--- src/rtl/reg_bank_pkg.sv ---
// Shared register-bank types and per-bit next-value helpers.
// Helpers work on full bus-width vectors; callers truncate to their register width.
package registers;

    localparam int BUS_W = 32;

    typedef enum logic [1:0] {
        ACC_MAIN = 2'd0,
        ACC_SET  = 2'd1,
        ACC_CLR  = 2'd2,
        ACC_INV  = 2'd3
    } reg_access_t;

    typedef enum logic [1:0] {RW, STATUS, RO} reg_bit_class_t;

    typedef enum logic {IDLE, RESP} bus_state_t;

    function automatic logic [BUS_W-1:0] writeval(input logic [BUS_W-1:0] cur,
                                                  input logic [BUS_W-1:0] wr,
                                                  input reg_access_t acc);
        case (acc)
            ACC_MAIN: return wr;
            ACC_SET:  return cur | wr;
            ACC_CLR:  return cur & ~wr;
            default:  return cur ^ wr;
        endcase
    endfunction

    // Status bits can only be cleared by software; SET is a no-op.
    function automatic logic [BUS_W-1:0] clearonly(input logic [BUS_W-1:0] cur,
                                                   input logic [BUS_W-1:0] wr,
                                                   input reg_access_t acc);
        case (acc)
            ACC_MAIN: return cur & wr;
            ACC_SET:  return cur;
            default:  return cur & ~wr;
        endcase
    endfunction

    function automatic reg_bit_class_t bit_class(input logic rw, input logic st);
        if (st)      return STATUS;
        else if (rw) return RW;
        else         return RO;
    endfunction

    function automatic logic [BUS_W-1:0] masked_next(input logic [BUS_W-1:0] cur,
                                                     input logic [BUS_W-1:0] wr,
                                                     input logic [BUS_W-1:0] hwset,
                                                     input logic [BUS_W-1:0] hwro,
                                                     input logic [BUS_W-1:0] rw_mask,
                                                     input logic [BUS_W-1:0] st_mask,
                                                     input reg_access_t acc,
                                                     input logic wr_en);
        logic [BUS_W-1:0] sw_rw, sw_st, nxt;
        sw_rw = wr_en ? writeval(cur, wr, acc) : cur;
        sw_st = wr_en ? clearonly(cur, wr, acc) : cur;
        nxt   = '0;
        for (int b = 0; b < BUS_W; b++) begin
            case (bit_class(rw_mask[b], st_mask[b]))
                STATUS:  nxt[b] = sw_st[b] | hwset[b];
                RW:      nxt[b] = sw_rw[b];
                default: nxt[b] = hwro[b];
            endcase
        end
        return nxt;
    endfunction

endpackage

--- src/rtl/reg_bank_cell.sv ---
// One DATA_W-bit register with per-bit RW / status / read-only behaviour.
module reg_bank_cell
    import registers::*;
#(
    parameter int                DATA_W      = 32,
    parameter logic [DATA_W-1:0] RESET_VAL   = '0,
    parameter logic [DATA_W-1:0] RW_MASK     = '1,
    parameter logic [DATA_W-1:0] STATUS_MASK = '0
) (
    input  logic              clk,
    input  logic              rst,
    input  logic              wr_en,
    input  reg_access_t       acc,
    input  logic [BUS_W-1:0]  wdata,
    input  logic [DATA_W-1:0] hw_set,
    input  logic [DATA_W-1:0] hw_ro,
    output logic [DATA_W-1:0] q,
    output logic              irq
);
    localparam logic [BUS_W-1:0] RW_EXT = BUS_W'(RW_MASK);
    localparam logic [BUS_W-1:0] ST_EXT = BUS_W'(STATUS_MASK);

    logic [BUS_W-1:0] nxt_full;

    assign nxt_full = masked_next(BUS_W'(q), wdata, BUS_W'(hw_set), BUS_W'(hw_ro),
                                  RW_EXT, ST_EXT, acc, wr_en);

    always_ff @(posedge clk or posedge rst) begin
        if (rst) q <= RESET_VAL;
        else     q <= DATA_W'(nxt_full);
    end

    assign irq = |(q & STATUS_MASK);

    // Bus bits above the register width carry nothing for this cell.
    generate
        if (DATA_W < BUS_W) begin : g_pad
            logic unused_hi;
            assign unused_hi = ^{nxt_full[BUS_W-1:DATA_W], wdata[BUS_W-1:DATA_W]};
        end
    endgenerate

endmodule

--- src/rtl/reg_bank.sv ---
// Memory-mapped register bank: bus FSM, address decode, read mux and cell array.
module reg_bank
    import registers::*;
#(
    parameter int                         NUM_REGS    = 4,
    parameter int                         DATA_W      = 32,
    parameter logic [NUM_REGS*DATA_W-1:0] RESET_VALS  = '0,
    parameter logic [NUM_REGS*DATA_W-1:0] RW_MASK     = '1,
    parameter logic [NUM_REGS*DATA_W-1:0] STATUS_MASK = '0
) (
    input  logic                         clk,
    input  logic                         rst,
    input  logic                         bus_req,
    input  logic                         bus_we,
    input  logic [$clog2(NUM_REGS)+3:0]  bus_addr,
    input  logic [31:0]                  bus_wdata,
    output logic [31:0]                  bus_rdata,
    output logic                         bus_ready,
    output logic                         bus_err,
    input  logic [NUM_REGS*DATA_W-1:0]   hw_set,
    input  logic [NUM_REGS*DATA_W-1:0]   hw_ro,
    output logic [NUM_REGS*DATA_W-1:0]   reg_q,
    output logic [NUM_REGS-1:0]          wr_strobe,
    output logic [NUM_REGS-1:0]          irq
);
    localparam int AW    = $clog2(NUM_REGS) + 4;
    localparam int IDX_W = (NUM_REGS > 1) ? $clog2(NUM_REGS) : 1;

    bus_state_t        state;
    logic [IDX_W-1:0]  idx;
    logic              in_range;
    logic              accept;
    reg_access_t       acc;
    logic [NUM_REGS-1:0] wr_en;
    logic [DATA_W-1:0] q_arr [NUM_REGS];
    logic [BUS_W-1:0]  rd_val;
    logic              unused_addr;

    generate
        if (NUM_REGS > 1) begin : g_idx
            assign idx = bus_addr[AW-1:4];
        end else begin : g_idx1
            assign idx = 1'b0;
        end
    endgenerate

    assign unused_addr = ^bus_addr[1:0];
    assign acc         = reg_access_t'(bus_addr[3:2]);
    assign in_range    = int'(idx) < NUM_REGS;
    assign accept      = (state == IDLE) && bus_req;

    generate
        for (genvar i = 0; i < NUM_REGS; i++) begin : g_cell
            assign wr_en[i] = accept && bus_we && in_range && (idx == IDX_W'(i));

            reg_bank_cell #(
                .DATA_W     (DATA_W),
                .RESET_VAL  (RESET_VALS[i*DATA_W +: DATA_W]),
                .RW_MASK    (RW_MASK[i*DATA_W +: DATA_W]),
                .STATUS_MASK(STATUS_MASK[i*DATA_W +: DATA_W])
            ) u_cell (
                .clk   (clk),
                .rst   (rst),
                .wr_en (wr_en[i]),
                .acc   (acc),
                .wdata (bus_wdata),
                .hw_set(hw_set[i*DATA_W +: DATA_W]),
                .hw_ro (hw_ro[i*DATA_W +: DATA_W]),
                .q     (q_arr[i]),
                .irq   (irq[i])
            );

            assign reg_q[i*DATA_W +: DATA_W] = q_arr[i];
        end
    endgenerate

    always_comb begin
        rd_val = '0;
        if (in_range) rd_val = BUS_W'(q_arr[idx]);
    end

    // Read data is taken from pre-write contents at the accept edge.
    always_ff @(posedge clk or posedge rst) begin
        if (rst) begin
            state     <= IDLE;
            bus_ready <= 1'b0;
            bus_err   <= 1'b0;
            bus_rdata <= '0;
            wr_strobe <= '0;
        end else begin
            bus_ready <= 1'b0;
            bus_err   <= 1'b0;
            bus_rdata <= '0;
            wr_strobe <= '0;
            case (state)
                IDLE: begin
                    if (bus_req) begin
                        state     <= RESP;
                        bus_ready <= 1'b1;
                        bus_err   <= !in_range;
                        wr_strobe <= wr_en;
                        if (!bus_we) bus_rdata <= rd_val;
                    end
                end
                default: state <= IDLE;
            endcase
        end
    end

endmodule

--- config.mk ---
export PLATFORM = sky130hd
export DESIGN_NAME = reg_bank
export DESIGN_NICKNAME = d
export VERILOG_FILES = /design/src/rtl/reg_bank_pkg.sv /design/src/rtl/reg_bank_cell.sv /design/src/rtl/reg_bank.sv
export SDC_FILE = /design/constraint.sdc
export NUM_CORES = 1
export LEC_CHECK = 0
export ABC_CLOCK_PERIOD_IN_PS = 2100
export CAP_MARGIN = 5
export CORE_MARGIN = 1
export CORE_UTILIZATION = 45
export CTS_CLUSTER_DIAMETER = 30
export DETAILED_ROUTE_END_ITERATION = 16
export PLACE_DENSITY = 0.83
export SETUP_SLACK_MARGIN = 0.2
export SLEW_MARGIN = 30
export SYNTH_ARGS = -nofsm -noshare
export SYNTH_HDL_FRONTEND = slang
export SYNTH_HIERARCHICAL = 1
export SYNTH_SLANG_ARGS = --single-unit
--- constraint.sdc ---
create_clock -name clk -period 2.1 [get_ports clk]
set_input_delay 0.42 -clock clk [delete_from_list [all_inputs] [get_ports clk]]
set_output_delay 0.42 -clock clk [all_outputs]
set_load 0.03 [all_outputs]
Word level (Yosys, flattened, before mapping)
Index checks and enable logic that the tools add are counted.

Memories kept: 0. Latch bits: 0. Register bits: 165. Input bits: 298. Bits in read-only memories: 0. Bits in writable memories: 0. Word-level logic and storage cells: 50. Output and inout port bits: 170.

Shift-type cells: 0. $mul: 0. Order comparisons: 1. $add $sub $neg: 0. Equal/unequal tests: 5. Div/mod/pow operators: 0. Reductions and logical operators: 8. Bitwise gates (word level): 15. Mux-type cells: 14.

Operators with widths (count): case mux 32 bit (3 select lines) (4); 2-to-1 mux 32 bit (5); bitwise AND 32 bit (4); OR 32 bit (4); XOR 32 bit (4); binary-select mux 32 bit (select 2 bit) (1); inverter 32 bit (1); 2-to-1 mux 4 bit (2); == test 2 bit (second input constant) (3); logical AND 1 bit (6); == test 2 x 1 -> 1 bit (second input constant) (2); zero test 2 bit (2); >= comparator 3 bit (second input constant) (1); inverter 2 -> 3 bit (1); 2-to-1 mux 1 bit (2); inverter 1 bit (1).

Longest topological paths before layout
Gate-level depths: netlist (run 1).

Depth in word-level cells: 7. Gate-level depth with buffers: 9. Depth with buffers taken out: 5.

By module
The synthesis (run 1) kept the hierarchy.

Modules (own cells, without submodules): reg_bank_cell (cells an instance 314, sequential area each 800.8 µm², area each 3306.9 µm², instances 4); reg_bank (cells an instance 164, sequential area each 925.9 µm², area each 2169.6 µm², instances 1).

Worst setup path before layout (run 1)
No wires, ideal clock.

Path type: input to register. Start point: input port bus_addr[4]. End point: register g_cell[0].u_cell.q[14]. Setup time: 0.086 ns. Slack: 0.148 ns. Arrival: 1.866 ns. Path buffers: 5. Stages: 9. Required time: 2.014 ns. Path through: buf_4 clkbuf_1 nor4bb_1 buf_6 nor2b_4 buf_6 buf_6 o211ai_2 o221ai_2.

Longest elaborated chain between the ends: 2.

Ends and longest elaborated chain: start, declared (line reg_bank.sv:15) `input logic [$clog2(NUM_REGS)+3:0] bus_addr,`; zero test 2 bit (line reg_bank.sv:54) `assign wr_en[i] = accept && bus_we && in_range && (idx == IDX_W'(i));`; logical AND 1 bit (line reg_bank.sv:54); via wr_en[0] (line reg_bank.sv:34) `logic [NUM_REGS-1:0] wr_en;`; end signal, assigned (line reg_bank_cell.sv:30) `else q <= DATA_W'(nxt_full);`; end, declared (line reg_bank_cell.sv:17) `output logic [DATA_W-1:0] q,`.

The timed path passes the listed nets, and every way through them passes these cells. A chain may end at the register's enable or synchronous reset.

Final worst setup path (run 1)
Start point: register bus_rdata[2]. End point: output port bus_rdata[2].

RTL lines: start, declared (line reg_bank.sv:17) `output logic [31:0] bus_rdata,`; start signal, assigned (line reg_bank.sv:102) `if (!bus_we) bus_rdata <= rd_val;`.

No word-level cell between the ends.

==> metrics.md, run 1 <==
| Metric | Value |
|---|---|
| Synth cell count leaders | `inv_1 (261), ha_1 (256), mux2i_1 (220)` |
| Count leader, synth | `inv_1` |
| Relative slew slack | `62.71%` |
| LEAKAGE | `0.009582 uW` |
| Wire per inst | `21.88 um` |
| Gr usage total | `25.80%` |
| Layout Nets | `2180` |
| Reg-to-reg slack, setup | `250 ps` |
| I/O pin count | `468` |
| Main synth FF type | `dfrtp_1` |
| Root Driver | `clkbuf_16` |
| Core area | `0.03362 mm^2` |
| DP Worst Slack | `-401.3 ps` |
| Post-DP HPWL | `33460 um` |
| CP Data Required Time | `1680 ps` |
| Max Slew Vio Count | `0` |
| Die height | `187.0 um` |
| Worst IR drop on VDD | `589.6 uV` |
| Net Count, Synth | `1974` |
| Cell count after synthesis | `1420` |
| FMAX | `534.0 MHz` |
| Family with the most delay on the worst path | `buffers and inverters` |
| Max-cap violations | `0` |
| Clk_lat worst skew | `450 ps` |
| CTS tree | `yes` |
| Total wire length | `45690 um` |
| Min Tclk post-route | `1873 ps` |
| Top post-synthesis cells by area | `dfrtp_1 (27%), ha_1 (21%), mux2i_1 (14%)` |
| Tcrit/Tclk final | `89.17%` |
| Async set-reset flop share out of synthesis | `100.0%` |
| Number of global-route vias before repair | `12070` |
| Synth warnings | `6` |
| Die width | `187.0 um` |
| Peak per-stage delay on the critical path | `690 ps` |
| Initial Utilization | `45.80%` |
| Layout fillers | `2725` |
| Area Overhead vs Synth | `21.39%` |
| Via density | `5.689` |
| Cell taking the most area after synthesis | `dfrtp_1` |
| Worst Setup Path Type | `reg -> out` |
| Initial antenna violation count | `1` |
| DRT iter0 DRCs | `966` |
| FP Rows | `67` |
| Vias | `11880` |
| Routed Antenna Nets | `0` |
| Port Buffers | `204` |
| Crit-path slowest cell | `clkdlybuf4s50_1` |
| GPL Wtd Cong | `0.8704` |
| Layout cells sized above 1 | `21.60%` |
| Critical path arrival | `1450 ps` |
| Avg Synthesized Cell Area | `10.84 um^2` |
| Crit Path Max Fanout | `1` |
| CP Depth | `1` |
| Bufs on Longest Clock Path | `2` |
| Drc violations | `0` |
| Worst-path cell chain | `clkdlybuf4s50_1` |
| First-pass GRT wire length | `69940 um` |
| Status | `completed` |
| CP Capture Type | `output port` |
| DR pass1 iterations | `5` |
| Final Setup Violations | `0` |
| Synthesized flop and latch total | `165` |
| Yosys cell types | `27` |
| Cell Pwr Density | `854.5 mW/mm^2` |
| Reg clk slew, reported paths | `60 ps` |
| EDFF count, synth | `0` |
| DIE AREA | `0.03496 mm^2` |
| Synthesized area | `0.01540 mm^2` |
| Min-Delay Path Class | `in -> reg` |
| Hold slack | `327.6 ps` |
| TritonCTS buffer count | `17` |
| Setup Skew | `14.68 ps` |
| Share of the synthesized area in the top cell type | `26.82%` |
| Sequential fraction of the synthesis area | `26.82%` |
| Final Hold Viols | `0` |
| Worst Slack Setup Final | `227.4 ps` |
| Grt total ovfl | `0` |
| Hold_buf cts | `0` |
| Largest net degree at the start of global routing | `61` |
| Worst-margin pin slew | `557.6 ps` |
| Worst r2r path cells | `8` |
| Hold path cells | `2` |
| H-tree Lvls | `4` |
| Clk sinks | `165` |
| Startpoint type of the worst setup path | `flop` |
| RSZ-0062 raised after global routing | `no` |
| Crit path buf inv count | `1` |
## where the power goes
part | leakage (uW) | internal (uW) | switching, uW
Combinational | 0.00725 | 2870 | 4800
Clock | 0.000285 | 1910 | 1450
Sequential | 0.00204 | 3960 | 977
## layout by cell type (no fill, tap or decap), types with 28 or more instances in the layout
master           instances
dfrtp_1                164
clkdlybuf4s50_1         50
inv_1                  260
o211ai_2                92
o221ai_2                92
o22ai_1                 29
nand2_1                100
buf_12                  30
a21o_1                  28
o22ai_2                 31
dlygate4sd2_1          150
ha_1                   256
mux2i_1                220
buf_4                   57
## final timing paths
path | from | to
max | bus_rdata[2]$_DFF_PP0_ | bus_rdata[2]
min | bus_req | bus_ready$_DFF_PP0_
max reg2reg | bus_ready$_DFF_PP0_ | g_cell[1].u_cell/q[23]$_DFFE_PP0P_
min reg2reg | bus_ready$_DFF_PP0_ | bus_ready$_DFF_PP0_
max in group asynchronous | rst | g_cell[1].u_cell/q[24]$_DFFE_PP0P_
min in group asynchronous | rst | bus_rdata[5]$_DFF_PP0_
## state kept, by name, summed over array words and instances, names as in the netlist
| register | flops |
|---|---|
| wr_strobe | 4 |
| bus_rdata | 32 |
| g_cell.u_cell/q | 128 |
| bus_ready | 1 |
## routing by layer
layer / part of all wire [%] / vias up / track usage (%)
met1: 45 / 5981 / 35.62
met2: 44 / 423 / 39.08
li1: - / 5401 / -
met5: 0 / - / 0
met4: 3.1 / 0 / 9.016
met3: 7.6 / 74 / 6.398
## per-stage QoR
| step | total power [uW] | utilization, % | area [um^2] | setup TNS [ps] | std cells |
|---|---|---|---|---|---|
| floorplan | 9796 | - | 15400 | 0 | 1420 |
| global placement | 12580 | 54.01 | 18160 | -31490 | 2049 |
| detailed placement | 13080 | 54.01 | 18160 | -35560 | 2049 |
| CTS | 15930 | 55.31 | 18590 | 0 | 2081 |
| global route | 16840 | 55.59 | 18690 | 0 | 2087 |
| finish | 15970 | 55.60 | 18690 | 0 | 2088 |
## logic make-up (layout without fill, tap and decap cells)
family / count (synthesis) / in the layout / share of synthesized area, %
flops: 165 / 165 / 26.82
simple gates: 119 / 119 / 3.641
buf+inv: 367 / 586 / 12.00
other cells: 5 / 6 / 0.1219
compound gates: 288 / 288 / 22.31
mux: 220 / 220 / 14.30
fa+ha+maj: 256 / 256 / 20.80
## cell type report
cell class | instances | area, um^2 | share of cell area, %
inverter | 261 | 979.7 | 5.242
multi-input combinational | 888 | 9458 | 50.60
timing repair buffer | 293 | 2944 | 15.75
clock buffer | 18 | 439.2 | 2.350
tap | 448 | 560.5 | 2.999
antenna | 1 | 2.502 | 0.01339
clock inverter | 14 | 176.4 | 0.9439
sequential | 165 | 4130 | 22.10
## repair_timing
item	4_1_cts	5_1_grt
setup buffers	0	4
endpoints found under the setup margin	208	51
gates cloned	0	2
gates resized for setup	152	5
pin swaps	0	1
Power figures use the tool's default switching activity.
==> run 2: changes to the inputs <==
--- a/config.mk
+++ b/config.mk
@@ -7,14 +7,13 @@
 export LEC_CHECK = 0
 export ABC_CLOCK_PERIOD_IN_PS = 2100
 export CAP_MARGIN = 5
-export CORE_MARGIN = 1
+export CORE_MARGIN = 4
 export CORE_UTILIZATION = 45
 export CTS_CLUSTER_DIAMETER = 30
 export DETAILED_ROUTE_END_ITERATION = 16
-export PLACE_DENSITY = 0.83
+export PLACE_DENSITY = 0.85
 export SETUP_SLACK_MARGIN = 0.2
 export SLEW_MARGIN = 30
 export SYNTH_ARGS = -nofsm -noshare
 export SYNTH_HDL_FRONTEND = slang
-export SYNTH_HIERARCHICAL = 1
 export SYNTH_SLANG_ARGS = --single-unit
==> run 2 against run 1 <==
Compared with the run above:
- final cell count decreased by 16%
- critical path depth unchanged
- die area fell by 0.70%
- via count fell by 21%
- first-iteration DRC count is 51% lower
- count of clock-buffer cells in the layout grew 4
- register-to-register slack better by 160 ps
- worst setup slack better by 6.9 ps
- wire length is 22% lower
- worst hold slack got worse by 16 ps
- critical endpoint is now bus_rdata[18]
- largest power group unchanged
==> metrics.md, run 2 <==
| Metric | Value |
|---|---|
| Status | `completed (unchanged)` |
| Die height | `186.3 um (was 187.0 um)` |
| FMAX | `536.0 MHz (was 534.0 MHz)` |
| DRT iter0 DRCs | `473 (was 966)` |
| Highest-count cells in the layout ignoring fill and taps | `inv_1 (289), ha_1 (256), dfrtp_1 (165), mux4_2 (160), dlygate4sd2_1 (134) (was inv_1 (260), ha_1 (256), mux2i_1 (220), dfrtp_1 (164), dlygate4sd2_1 (150))` |
| Total wire length | `35590 um (was 45690 um)` |
| Max-cap violations | `0 (unchanged)` |
| Gr usage total | `20.95% (was 25.80%)` |
| CP Capture Type | `output port (unchanged)` |
| Count leader, synth | `inv_1 (unchanged)` |
| Worst Slack Setup Final | `234.3 ps (was 227.4 ps)` |
| LEAKAGE | `0.009013 uW (was 0.009582 uW)` |
| Wire per inst | `20.28 um (was 21.88 um)` |
| I/O pin count | `468 (unchanged)` |
| Setup Skew | `14.03 ps (was 14.68 ps)` |
| Initial Utilization | `45.46% (was 45.80%)` |
| Clk sinks | `165 (unchanged)` |
| Bufs on Longest Clock Path | `2 (unchanged)` |
| Most flop-heavy register | `g_cell.u_cell.q (was g_cell.u_cell/q)` |
| Min Tclk post-route | `1866 ps (was 1873 ps)` |
| Max FFs per register | `128 (unchanged)` |
| H-tree Lvls | `4 (unchanged)` |
| Largest net degree at the start of global routing | `52 (was 61)` |
| TritonCTS buffer count | `17 (unchanged)` |
| Storage element area | `0.004129 mm^2 (was 0.004130 mm^2)` |
| Min-Delay Path Class | `in -> async (was in -> reg)` |
| Routed Antenna Nets | `0 (unchanged)` |
| Cell count after synthesis | `1098 (was 1420)` |
| Family with the most delay on the worst path | `buffers and inverters (unchanged)` |
| Most common cell after layout, fill and taps aside | `inv_1 (unchanged)` |
| Final Hold Viols | `0 (unchanged)` |
| Yosys cell types | `20 (was 27)` |
| Final Setup Violations | `0 (unchanged)` |
| Cell Pwr Density | `1059 mW/mm^2 (was 854.5 mW/mm^2)` |
| Clk_lat worst skew | `440 ps (was 450 ps)` |
| Synth warnings | `0 (was 6)` |
| DR pass1 iterations | `4 (was 5)` |
| Crit path buf inv count | `1 (unchanged)` |
| Main synth FF type | `dfrtp_1 (unchanged)` |
| Root Driver | `clkbuf_16 (unchanged)` |
| Drc violations | `0 (unchanged)` |
| Layout Nets | `1894 (was 2180)` |
| Core area | `0.03147 mm^2 (was 0.03362 mm^2)` |
| Area Overhead vs Synth | `23.20% (was 21.39%)` |
| Post-DP HPWL | `25690 um (was 33460 um)` |
| Via density | `5.351 (was 5.689)` |
| Synth cell count leaders | `inv_1 (291), ha_1 (256), dfrtp_1 (165) (was inv_1 (261), ha_1 (256), mux2i_1 (220))` |
| FP Rows | `65 (was 67)` |
| Avg Synthesized Cell Area | `13.03 um^2 (was 10.84 um^2)` |
| Number of global-route vias before repair | `10430 (was 12070)` |
| Async set-reset flop share out of synthesis | `100.0% (unchanged)` |
| Post-route total power | `18670 uW (was 15970 uW)` |
| Top post-synthesis cells by area | `dfrtp_1 (29%), mux4_2 (25%), ha_1 (22%) (was dfrtp_1 (27%), ha_1 (21%), mux2i_1 (14%))` |
| Synthesized area | `0.01431 mm^2 (was 0.01540 mm^2)` |
| Layout Utilization | `56.01% (was 55.60%)` |
| GPL Wtd Cong | `0.8114 (was 0.8704)` |
| Crit-path slowest cell | `clkdlybuf4s50_1 (unchanged)` |
| Vias | `9391 (was 11880)` |
| Tcrit/Tclk final | `88.84% (was 89.17%)` |
| CTS tree | `yes (unchanged)` |
| Multi-input gate area | `0.008651 mm^2 (was 0.009458 mm^2)` |
| EDFF count, synth | `0 (unchanged)` |
| Port Buffers | `204 (unchanged)` |
| Share of the synthesized area in the top cell type | `28.86% (was 26.82%)` |
| Grt total ovfl | `0 (unchanged)` |
| Peak per-stage delay on the critical path | `670 ps (was 690 ps)` |
| Max Slew Vio Count | `0 (unchanged)` |
| DIE AREA | `0.03471 mm^2 (was 0.03496 mm^2)` |
| First-pass GRT wire length | `57570 um (was 69940 um)` |
| Die width | `186.3 um (was 187.0 um)` |
| Reg clk slew, reported paths | `80 ps (was 60 ps)` |
| Biggest registers after layout | `g_cell.u_cell.q x128, bus_rdata x32, wr_strobe x4 (was g_cell.u_cell/q x128, bus_rdata x32, wr_strobe x4)` |
| Worst-path cell chain | `clkdlybuf4s50_1 (unchanged)` |
| Final Instance Area | `0.01763 mm^2 (was 0.01869 mm^2)` |
| Cell taking the most area after synthesis | `dfrtp_1 (unchanged)` |
| Setup TNS | `0 ps (unchanged)` |
| DP Area | `0.01716 mm^2 (was 0.01816 mm^2)` |
| Layout fillers | `2557 (was 2725)` |
| Initial antenna violation count | `1 (unchanged)` |
| Startpoint type of the worst setup path | `flop (unchanged)` |
| Critical path arrival | `1450 ps (about the same)` |
| Worst Setup Path Type | `reg -> out (unchanged)` |
| Sequential fraction of the synthesis area | `28.86% (was 26.82%)` |
| CP Data Required Time | `1680 ps (about the same)` |
| DP Worst Slack | `-224.7 ps (was -401.3 ps)` |
| Diode count | `0 (was 1)` |
| Worst IR drop on VDD | `823.5 uV (was 589.6 uV)` |
| Layout cells sized above 1 | `29.93% (was 21.60%)` |
| RSZ-0062 raised after global routing | `no (unchanged)` |
| Crit Path Max Fanout | `1 (unchanged)` |
| Synthesized flop and latch total | `165 (unchanged)` |
[run 2: cell count changes in the layout (fill, tap and decap cells not counted), moves of 14 or more]
cell	change
mux4_2	+160
o221ai_2	-92
dlygate4sd2_1	-16
o22ai_2	-31
nor2b_1	+32
o22ai_1	-29
nand2_1	-100
a21o_1	-28
o211ai_2	-92
buf_12	-14
inv_1	+29
mux2_2	+99
mux2_4	+29
mux2i_1	-220
[run 2: final timing paths]
path,from,end,slack (ps),cells past startpoint
min in group clk,bus_addr[2],g_cell[2].u_cell.q[13]$_DFFE_PP0P_,530,3
hold / removal,rst,g_cell[2].u_cell.q[16]$_DFFE_PP0P_,310,2
max in group asynchronous,rst,g_cell[2].u_cell.q[30]$_DFFE_PP0P_,1140,3
setup / recovery,bus_rdata[18]$_DFF_PP0_,bus_rdata[18],230,1
hold reg to reg,g_cell[2].u_cell.q[18]$_DFFE_PP0P_,g_cell[2].u_cell.q[18]$_DFFE_PP0P_,590,1
setup reg to reg,state$_DFF_PP0_,g_cell[0].u_cell.q[12]$_DFFE_PP0P_,410,4
[run 2: metrics by stage]
stage	hold WS, ps	instances
floorplan	618.5	1102
global placement	568.0	1723
finish	312.1	1755
global route	306.9	1755
CTS	298.0	1755
detailed placement	579.6	1723
[run 2: kinds of logic (layout without fill, tap and decap cells)]
kind of cell	count (synthesis)	count (layout)	synth area share [%]
and+or+nand+nor	39	39	1.889
other	1	5	0.02621
adders and majority gates	256	256	22.39
buffers and inverters	349	600	10.83
DFF	165	165	28.86
muxes	288	288	36.02
[run 2: report_power, final]
part	total, uW	internal (uW)	switching (uW)
registers	5850	4300	1550
clock network	3310	1890	1420
logic	9500	4440	5060
total	18700	10600	8040
[run 2: layout make-up]
class | instances | share of cell area (%)
Sequential cell | 165 | 23.42
Inverter | 291 | 6.218
Multi-Input combinational cell | 588 | 49.07
Clock buffer | 22 | 2.747
Tap cell | 402 | 2.853
Clock inverter | 10 | 0.6814
Timing Repair Buffer | 277 | 15.00
[run 2: layer usage]
layer	part of all wire [%]	GRT usage, %	vias to the layer above	routed length [um]
met5	0.037	0	-	13
met4	1.9	5.575	2	689
met3	9.0	8.062	49	3214
met2	47	33.95	259	16820
met1	42	26.60	4857	14850
li1	-	-	4224	-
[run 2: timing repair]
item / CTS / global route
endpoints found under the setup margin: 136 / 20
gates resized for setup: 136 / 18
pin swaps: 0 / 0
setup buffers: 0 / 0
hold buffers: 0 / 0
endpoints found under the hold margin: 0 / 0
==> run 3: changes to the inputs <==
--- a/config.mk
+++ b/config.mk
@@ -7,6 +7,7 @@
 export LEC_CHECK = 0
 export ABC_CLOCK_PERIOD_IN_PS = 2100
 export CAP_MARGIN = 5
+export CORE_ASPECT_RATIO = 1.75
 export CORE_MARGIN = 4
 export CORE_UTILIZATION = 45
 export CTS_CLUSTER_DIAMETER = 30
==> constraint.sdc (replaced) <==
create_clock -name clk -period 2.1 [get_ports clk]
set_input_delay 0.21 -clock clk [delete_from_list [all_inputs] [get_ports clk]]
set_output_delay 0.21 -clock clk [all_outputs]
set_load 0.03 [all_outputs]
==> run 3 against run 2 <==
Compared with the run above:
- worst setup slack improved by 3.2 ps
- fmax increased by 0.17%
- clock skew decreased by 5.4 ps
- sequential power increased by 1%
- power increased by 4.1%
- sequential share of layout area decreased by 0.15 points
- combinational power increased by 7%
- largest cell class unchanged
- critical path depth unchanged
- count of clock-buffer cells in the layout decreased by 1
- critical path type unchanged
- first-iteration DRC count decreased by 23%
- register-to-register slack got worse by 20 ps
- wire length increased by 0.92%
==> metrics.md, run 3 (synthesis gave the netlist of run 2 again) <==
| Metric | Value |
|---|---|
| Final Setup Violations | `0 (unchanged)` |
| Layout fillers | `2520 (was 2557)` |
| Core area | `0.03142 mm^2 (was 0.03147 mm^2)` |
| Hold_buf cts | `0 (unchanged)` |
| Sw frac | `41.45% (was 43.05%)` |
| Combinational share of power | `52.7% (was 50.9%)` |
| Max Slew Vio Count | `0 (unchanged)` |
| Relative slew slack | `66.09%` |
| Most common cell after layout, fill and taps aside | `inv_1 (unchanged)` |
| Drc violations | `0 (unchanged)` |
| R2R Path End | `g_cell[1].u_cell.q[14]$_DFFE_PP0P_ (was g_cell[0].u_cell.q[12]$_DFFE_PP0P_)` |
| Initial Utilization | `45.54% (was 45.46%)` |
| Worst-path cell chain | `clkdlybuf4s50_1 (unchanged)` |
| Worst Slack Setup Final | `237.5 ps (was 234.3 ps)` |
| Largest net degree at the start of global routing | `70 (was 52)` |
| Highest-count cells in the layout ignoring fill and taps | `inv_1 (290), ha_1 (256), clkdlybuf4s50_1 (180), dfrtp_1 (165), mux4_2 (160) (was inv_1 (289), ha_1 (256), dfrtp_1 (165), mux4_2 (160), dlygate4sd2_1 (134))` |
| Startpoint type of the worst setup path | `flop (unchanged)` |
| Multi-input gate area | `0.008651 mm^2 (unchanged)` |
| Fin cells | `1743 (was 1755)` |
| Final Hold Viols | `0 (unchanged)` |
| Gr usage total | `21.60% (was 20.95%)` |
| Setup TNS | `0 ps (unchanged)` |
| CP Data Required Time | `1890 ps (was 1680 ps)` |
| Cell Pwr Density | `1095 mW/mm^2 (was 1059 mW/mm^2)` |
| NetSw | `8056 uW (was 8038 uW)` |
| Worst Setup Path Type | `reg -> out (unchanged)` |
| CTS tree | `yes (unchanged)` |
| Setup Skew | `8.608 ps (was 14.03 ps)` |
| H-tree Lvls | `4 (unchanged)` |
| GPL Wtd Cong | `0.8208 (was 0.8114)` |
| First-pass GRT wire length | `57970 um (was 57570 um)` |
| Peak per-stage delay on the critical path | `720 ps (was 670 ps)` |
| Routed Antenna Nets | `0 (unchanged)` |
| Vias | `9422 (was 9391)` |
| Tcrit/Tclk final | `88.69% (was 88.84%)` |
| Layout Utilization | `56.47% (was 56.01%)` |
| I/O pin count | `468 (unchanged)` |
| Post-route total power | `19430 uW (was 18670 uW)` |
| Worst-margin pin slew | `510.6 ps` |
| Most flop-heavy register | `g_cell.u_cell.q (unchanged)` |
| Wire per inst | `20.61 um (was 20.28 um)` |
| LEAKAGE | `0.008607 uW (was 0.009013 uW)` |
| CP Capture Type | `output port (unchanged)` |
| DRT iter0 DRCs | `362 (was 473)` |
| Area Overhead vs Synth | `24.01% (was 23.20%)` |
| Sequential Power Share | `30.5% (was 31.4%)` |
| Min-Delay Path Class | `in -> async (unchanged)` |
| FP Rows | `86 (was 65)` |
| Grt total ovfl | `0 (unchanged)` |
| FMAX | `536.9 MHz (was 536.0 MHz)` |
| Clk sinks | `165 (unchanged)` |
| Clock power frac | `16.9% (was 17.7%)` |
| Initial antenna violation count | `1 (unchanged)` |
| Family with the most delay on the worst path | `buffers and inverters (unchanged)` |
| DP Worst Slack | `-58.72 ps (was -224.7 ps)` |
| Reg-to-reg slack, setup | `390 ps (was 410 ps)` |
| Crit path buf inv count | `1 (unchanged)` |
| Total wire length | `35920 um (was 35590 um)` |
| Min Tclk post-route | `1862 ps (was 1866 ps)` |
| Worst r2r path cells | `4 (unchanged)` |
| Die height | `243.9 um (was 186.3 um)` |
| Post-DP HPWL | `25750 um (was 25690 um)` |
| Layout cells sized above 1 | `29.35% (was 29.93%)` |
| Placed Cells | `1712 (was 1723)` |
| Worst IR drop on VDD | `755.0 uV (was 823.5 uV)` |
| Clk_lat worst skew | `450 ps (was 440 ps)` |
| Storage element area | `0.004129 mm^2 (unchanged)` |
| Number of global-route vias before repair | `10630 (was 10430)` |
| TritonCTS buffer count | `17 (unchanged)` |
| RSZ-0062 raised after global routing | `no (unchanged)` |
| Int Power | `11380 uW (was 10630 uW)` |
| DR pass1 iterations | `4 (unchanged)` |
| Layout Nets | `1889 (was 1894)` |
| Status | `completed (unchanged)` |
| R2R Path Start | `state$_DFF_PP0_ (unchanged)` |
| Root Driver | `clkbuf_16 (unchanged)` |
| Max FFs per register | `128 (unchanged)` |
| Max-cap violations | `0 (unchanged)` |
| Die width | `142.8 um (was 186.3 um)` |
| Biggest registers after layout | `g_cell.u_cell.q x128, bus_rdata x32, wr_strobe x4 (unchanged)` |
| Bufs on Longest Clock Path | `2 (unchanged)` |
| Crit Path Max Fanout | `5 (was 1)` |
| Reg clk slew, reported paths | `60 ps (was 80 ps)` |
| Via density | `5.406 (was 5.351)` |
| DIE AREA | `0.03483 mm^2 (was 0.03471 mm^2)` |
| Critical path arrival | `1650 ps (was 1450 ps)` |
| Port Buffers | `204 (unchanged)` |
| Crit-path slowest cell | `clkdlybuf4s50_1 (unchanged)` |
run 3: how the worst max path moves through the flow:
stage                                                   from                                 to  slack, ps  cells past startpoint
after detailed placement                        bus_wdata[0]  g_cell[1].u_cell.q[0]$_DFFE_PP0P_        -60                      5
after CTS                  g_cell[0].u_cell.q[7]$_DFFE_PP0P_                           reg_q[7]        200                      1
final                     g_cell[0].u_cell.q[16]$_DFFE_PP0P_                          reg_q[16]        240                      1
after global routing       g_cell[2].u_cell.q[2]$_DFFE_PP0P_                          reg_q[66]        200                      1
after global placement                          bus_wdata[0]  g_cell[3].u_cell.q[0]$_DFFE_PP0P_         20                      5
after floorplan                                          rst             bus_rdata[0]$_DFF_PP0_       -210                      1
run 3: final cells by class:
cell class,count,area share [%]
multi-input cells,588,48.75
flip-flops and latches,165,23.27
repair buffers,272,15.67
inverters,291,6.177
well taps,396,2.792
clock buffers,21,2.595
clock inverters,9,0.7263
diodes,1,0.01410
run 3: per-layer routing:
layer  track usage (%)  part of all wire, %  up-vias
li1                  -                    -     4209
met1             24.64                   38     4893
met2             36.07                   51      253
met3             7.423                  7.6       67
met4             10.07                  3.8        0
met5                 0                    0        -
run 3: power by group through the flow:
stage	combinational, uW	clock [uW]	sequential, uW
after floorplan	4360	0	7730
after global placement	9780	0	5840
after detailed placement	10300	0	5960
after CTS	10400	3360	5930
after global routing	11200	3470	6160
final	10200	3280	5920
run 3: stage by stage:
stage          hold slack, ps  cell area, um^2
2_1_floorplan           408.5            14330
3_3_place_gp            516.4            17130
3_5_place_dp            511.9            17130
4_1_cts                 33.75            17710
5_1_grt                 60.03            17740
6_report                52.03            17740
run 3: timing repair:
item,CTS,global route
setup buffers,0,0
gates resized for setup,7,13
setup endpoints to repair,7,13
endpoints found under the hold margin,0,0
